**src/rtl/rtc_set_ctrl.sv**
```systemverilog
// rtc_set_ctrl: time-set controller for the BCD real-time clock chain.
// Two debounced buttons step the user through hour and minute editing on a
// shadow copy of the time; a one-cycle load pulse then presets the counters.
module rtc_set_ctrl #(
    parameter int unsigned TIMEOUT = 30
) (
    input  logic       clk_1hz,
    input  logic       rst,
    input  logic       btn_mode,
    input  logic       btn_inc,
    input  logic [3:0] cur_hrm,
    input  logic [3:0] cur_hrl,
    input  logic [3:0] cur_minm,
    input  logic [3:0] cur_minl,
    output logic       load,
    output logic [3:0] set_hrm,
    output logic [3:0] set_hrl,
    output logic [3:0] set_minm,
    output logic [3:0] set_minl,
    output logic       run_en,
    output logic [1:0] edit_field,
    output logic       blink
);

    typedef enum logic [1:0] {
        RUN     = 2'd0,
        SET_HR  = 2'd1,
        SET_MIN = 2'd2,
        COMMIT  = 2'd3
    } state_t;

    localparam logic [7:0] TMO_LAST = 8'(TIMEOUT - 1);

    state_t     state_q, state_d;
    logic [3:0] hrm_q, hrl_q, minm_q, minl_q;
    logic [3:0] hrm_d, hrl_d, minm_d, minl_d;
    logic [7:0] tmo_q, tmo_d;
    logic       blink_q, blink_d;
    logic       mode_prev_q, inc_prev_q;
    logic       mode_ev, inc_ev;
    logic [3:0] hr_inc_m, hr_inc_l, min_inc_m, min_inc_l;

    // Rising-edge detection on the debounced button levels
    always_comb begin
        mode_ev = btn_mode & ~mode_prev_q;
        inc_ev  = btn_inc & ~inc_prev_q;
    end

    // BCD hour increment 00..23; any out-of-range shadow restarts at 00
    always_comb begin
        hr_inc_m = '0;
        hr_inc_l = '0;
        if ((hrm_q < 4'd2 && hrl_q <= 4'd9) || (hrm_q == 4'd2 && hrl_q <= 4'd3)) begin
            if (hrm_q == 4'd2 && hrl_q == 4'd3) begin
                hr_inc_m = '0;
                hr_inc_l = '0;
            end else if (hrl_q == 4'd9) begin
                hr_inc_m = hrm_q + 4'd1;
                hr_inc_l = '0;
            end else begin
                hr_inc_m = hrm_q;
                hr_inc_l = hrl_q + 4'd1;
            end
        end
    end

    // BCD minute increment 00..59; any out-of-range shadow restarts at 00
    always_comb begin
        min_inc_m = '0;
        min_inc_l = '0;
        if (minm_q <= 4'd5 && minl_q <= 4'd9) begin
            if (minm_q == 4'd5 && minl_q == 4'd9) begin
                min_inc_m = '0;
                min_inc_l = '0;
            end else if (minl_q == 4'd9) begin
                min_inc_m = minm_q + 4'd1;
                min_inc_l = '0;
            end else begin
                min_inc_m = minm_q;
                min_inc_l = minl_q + 4'd1;
            end
        end
    end

    // Next-state, shadow/timeout/blink update and Moore output decode
    always_comb begin
        state_d    = state_q;
        hrm_d      = hrm_q;
        hrl_d      = hrl_q;
        minm_d     = minm_q;
        minl_d     = minl_q;
        tmo_d      = tmo_q;
        blink_d    = 1'b0;
        load       = 1'b0;
        run_en     = 1'b0;
        edit_field = 2'b00;

        case (state_q)
            RUN: begin
                run_en = 1'b1;
                if (mode_ev) begin
                    hrm_d   = cur_hrm;
                    hrl_d   = cur_hrl;
                    minm_d  = cur_minm;
                    minl_d  = cur_minl;
                    tmo_d   = '0;
                    state_d = SET_HR;
                end
            end
            SET_HR: begin
                edit_field = 2'b01;
                blink_d    = ~blink_q;
                if (mode_ev) begin
                    tmo_d   = '0;
                    state_d = SET_MIN;
                end else if (inc_ev) begin
                    hrm_d = hr_inc_m;
                    hrl_d = hr_inc_l;
                    tmo_d = '0;
                end else if (tmo_q == TMO_LAST) begin
                    tmo_d   = '0;
                    blink_d = 1'b0;
                    state_d = RUN;
                end else begin
                    tmo_d = tmo_q + 8'd1;
                end
            end
            SET_MIN: begin
                edit_field = 2'b10;
                blink_d    = ~blink_q;
                if (mode_ev) begin
                    tmo_d   = '0;
                    blink_d = 1'b0;
                    state_d = COMMIT;
                end else if (inc_ev) begin
                    minm_d = min_inc_m;
                    minl_d = min_inc_l;
                    tmo_d  = '0;
                end else if (tmo_q == TMO_LAST) begin
                    tmo_d   = '0;
                    blink_d = 1'b0;
                    state_d = RUN;
                end else begin
                    tmo_d = tmo_q + 8'd1;
                end
            end
            COMMIT: begin
                load    = 1'b1;
                state_d = RUN;
            end
            default: begin
                state_d = RUN;
            end
        endcase
    end

    // State, shadow, timeout, blink and button-history registers
    always_ff @(posedge clk_1hz) begin
        if (!rst) begin
            state_q     <= RUN;
            hrm_q       <= '0;
            hrl_q       <= '0;
            minm_q      <= '0;
            minl_q      <= '0;
            tmo_q       <= '0;
            blink_q     <= 1'b0;
            mode_prev_q <= 1'b1;
            inc_prev_q  <= 1'b1;
        end else begin
            state_q     <= state_d;
            hrm_q       <= hrm_d;
            hrl_q       <= hrl_d;
            minm_q      <= minm_d;
            minl_q      <= minl_d;
            tmo_q       <= tmo_d;
            blink_q     <= blink_d;
            mode_prev_q <= btn_mode;
            inc_prev_q  <= btn_inc;
        end
    end

    // Shadow digits and blink are visible directly from their registers
    always_comb begin
        set_hrm  = hrm_q;
        set_hrl  = hrl_q;
        set_minm = minm_q;
        set_minl = minl_q;
        blink    = blink_q;
    end

endmodule

```
**config.mk**
```make
export PLATFORM = sky130hd
export DESIGN_NAME = rtc_set_ctrl
export DESIGN_NICKNAME = d
export VERILOG_FILES = /design/src/rtl/rtc_set_ctrl.sv
export SDC_FILE = /design/constraint.sdc
export NUM_CORES = 1
export LEC_CHECK = 0
export BUFFER_PORTS_ARGS = -buffer_cell sky130_fd_sc_hd__buf_2
export CORE_MARGIN = 1
export CORE_UTILIZATION = 23
export DETAILED_ROUTE_END_ITERATION = 6
export GPL_ROUTABILITY_DRIVEN = 0
export PLACE_DENSITY = 0.38
export SETUP_SLACK_MARGIN = 0.05
export SLEW_MARGIN = 30
export SYNTH_ARGS = -nofsm -noshare
export SYNTH_HDL_FRONTEND = slang
export SYNTH_SLANG_ARGS = --single-unit
export TNS_END_PERCENT = 100
```
**constraint.sdc**
```tcl
create_clock -name clk_1hz -period 4.3 [get_ports clk_1hz]
set_input_delay 1.29 -clock clk_1hz [delete_from_list [all_inputs] [get_ports clk_1hz]]
set_output_delay 1.29 -clock clk_1hz [all_outputs]
set_load 0.005 [all_outputs]
```
==> metrics.cfg <==
[run_status]
status=complete, no violations

[sta]
finClkSkew_ps=5.76
finalSetupTns_ps=0
slew_violations=0
setup_violations=0
hold_slack_ps=514
fmax_ghz=0.356
rsz0062_at_grt=false
fin_crit_ps=2810
slew_headroom=0.568
tightestPinTransition_ps=647
hold_viol_final=0
min_period_over_period=0.653

[logic_synthesis]
async_reset_ff_frac=0
yosysTopAreaCell=dfxtp_1
synth_area_leaders=dfxtp_1, ha_1, a21oi_1, nand2_1, a211oi_1
synth-main-ff-cell=dfxtp_1
ys_seq_area_frac=0.303
synth_top_area_frac=0.303
synth_most_common_cell=dfxtp_1
ys_warn_count=0
ys_ff_latch=29
syn_inst=225
synthTopCellsByCount=dfxtp_1, nand2_1, a21oi_1, inv_1, nor2_1
ys_types=64
synth_enable_flop_cells=0
syn_area_um2=1920
synth.avg_cell_area_um2=8.52
syn_nets=256

[clocking]
insertion_delay_ps=280
clockBufferDepth=2
clk_pin_slew_worst_paths_ps=70
clock-sinks=29
cts_buffers=5
cts_setup_buffers=0
htree_levels=2
cts_root_buffer=clkbuf_8
cts_tree=yes
postCtsHoldBufs=0
post_cts_resized=0

[pwr]
powerDensity_nw_per_um2=277
ir_drop_uv=111
sw_frac_of_total=0.301
pwr-share-comb=0.182
p_clk_frac=0.347
cellLeakagePower_nw=0.852
power_frac_seq=0.471
p_int_mw=0.440
p_sw_mw=0.190

[die]
initial_core_util=0.243
die_h_um=93.3
num_rows=32
die_area_um2=8700
die_w_um=93.3
coreArea_um2=7890
pin_count=41

[setup_path]
path_max_fanout=17
crit_type=reg2out
start_kind=flop
cp_cell_sequence=inv_1 > ha_1 > buf_2
crit_start=state_q[0]
slowest_stage=ha_1
crit_path_end_kind=output pin
r2r_start=state_q[0]
cp.arrival_ps=1520
cpPeakStageDelay_ps=580
required_ps=3010

[layout]
nNetsFinal=291
area_growth_pct=18.5
multi_input_area_um2=1230
drive_above_1_share=0.211
fill_cells=891
diodes=0
regArea_um2=581
stdcell_count=363
utilization=0.288

[detailed_routing]
dr.pass1.iters=4
avgRoutedWirePerCell_um=15.1
vias_per_cell=5.20
routed_wl_um=5500
drc=0
ant_nets=0
vias=1886
drtIter0Drc=89

[placed_design]
dp.cells=355
dp_hpwl_um=3980
port_buffers=40

[global_route]
track_usage=0.132
grt_pass1_wl_um=9160
grt_pass1_vias=1833
grt-ovfl-total=0
grt_max_degree=20
antenna_found_initial=0

[run]
maxCapViolCount=0

[worst_hold_path]
hold_path.startpoint=set_hrm[3]
hold_class=reg2reg

layer usage:
metal,routed length [um],global-route usage,up-vias
li1,-,-,947
met1,2720,0.180,879
met2,2450,0.211,56
met3,286,0.0252,4
met4,44,0.0385,0
met5,0,0,-
layout make-up:
class | count | share of cell area
Clock buffer | 6 | 0.0319
Sequential cell | 29 | 0.256
Clock inverter | 2 | 0.00441
Inverter | 14 | 0.0231
Timing Repair Buffer | 40 | 0.0881
Multi-Input combinational cell | 170 | 0.541
Tap cell | 102 | 0.0562
cells in the final DEF (no fill, tap or decap), drive strengths merged, types with 8 or more instances in the layout:
cell,count
nand2,17
o21ai,8
a211oi,8
inv,13
nor2,12
ha,11
a21oi,13
a31oi,8
nand3,8
buf,40
dfxtp,29
stage by stage:
stage	area [um2]	setup slack [ps]	power, mW
final	2270	1490	0.630
after global placement	2190	1340	0.420
after CTS	2270	1480	0.644
after floorplan	1920	1920	0.378
after global routing	2270	1380	0.669
after detailed placement	2190	1320	0.417
path summary, 6_finish.rpt:
check	end	slack (ps)	cells after the start
max	run_en	1490	3
min	set_hrm[3]	510	2
max reg2reg	set_hrm[1]	1910	6
min reg2reg	set_hrm[3]	510	2
cell families after synthesis:
group	after synthesis	share of synthesized area
muxes	2	0.0111
DFF	29	0.303
AOI/OAI and AO/OA	78	0.315
and+or+nand+nor	79	0.243
buffers and inverters	26	0.0561
adders and majority gates	11	0.0718
state kept, by name (all words and copies together), names as in the netlist:
register     flops
tmo_q            8
set_hrl          4
set_hrm          4
set_minl         4
set_minm         4
state_q          2
blink            1
inc_prev_q       1
mode_prev_q      1
critical path: cells and delay by family (launching register included):
family / cells / cell delay (ps)
adders and majority gates: 1 / 580
DFF: 1 / 330
buffers and inverters: 2 / 330
power by group through the flow:
| stage | clock network [mW] | registers (mW) | logic (mW) |
|---|---|---|---|
| 2_1_floorplan | 0 | 0.297 | 0.0806 |
| 3_3_place_gp | 0 | 0.303 | 0.116 |
| 3_5_place_dp | 0 | 0.302 | 0.114 |
| 4_1_cts | 0.232 | 0.296 | 0.115 |
| 5_1_grt | 0.241 | 0.299 | 0.129 |
| 6_report | 0.219 | 0.297 | 0.114 |
No activity file was read; power rests on OpenSTA's default activity.
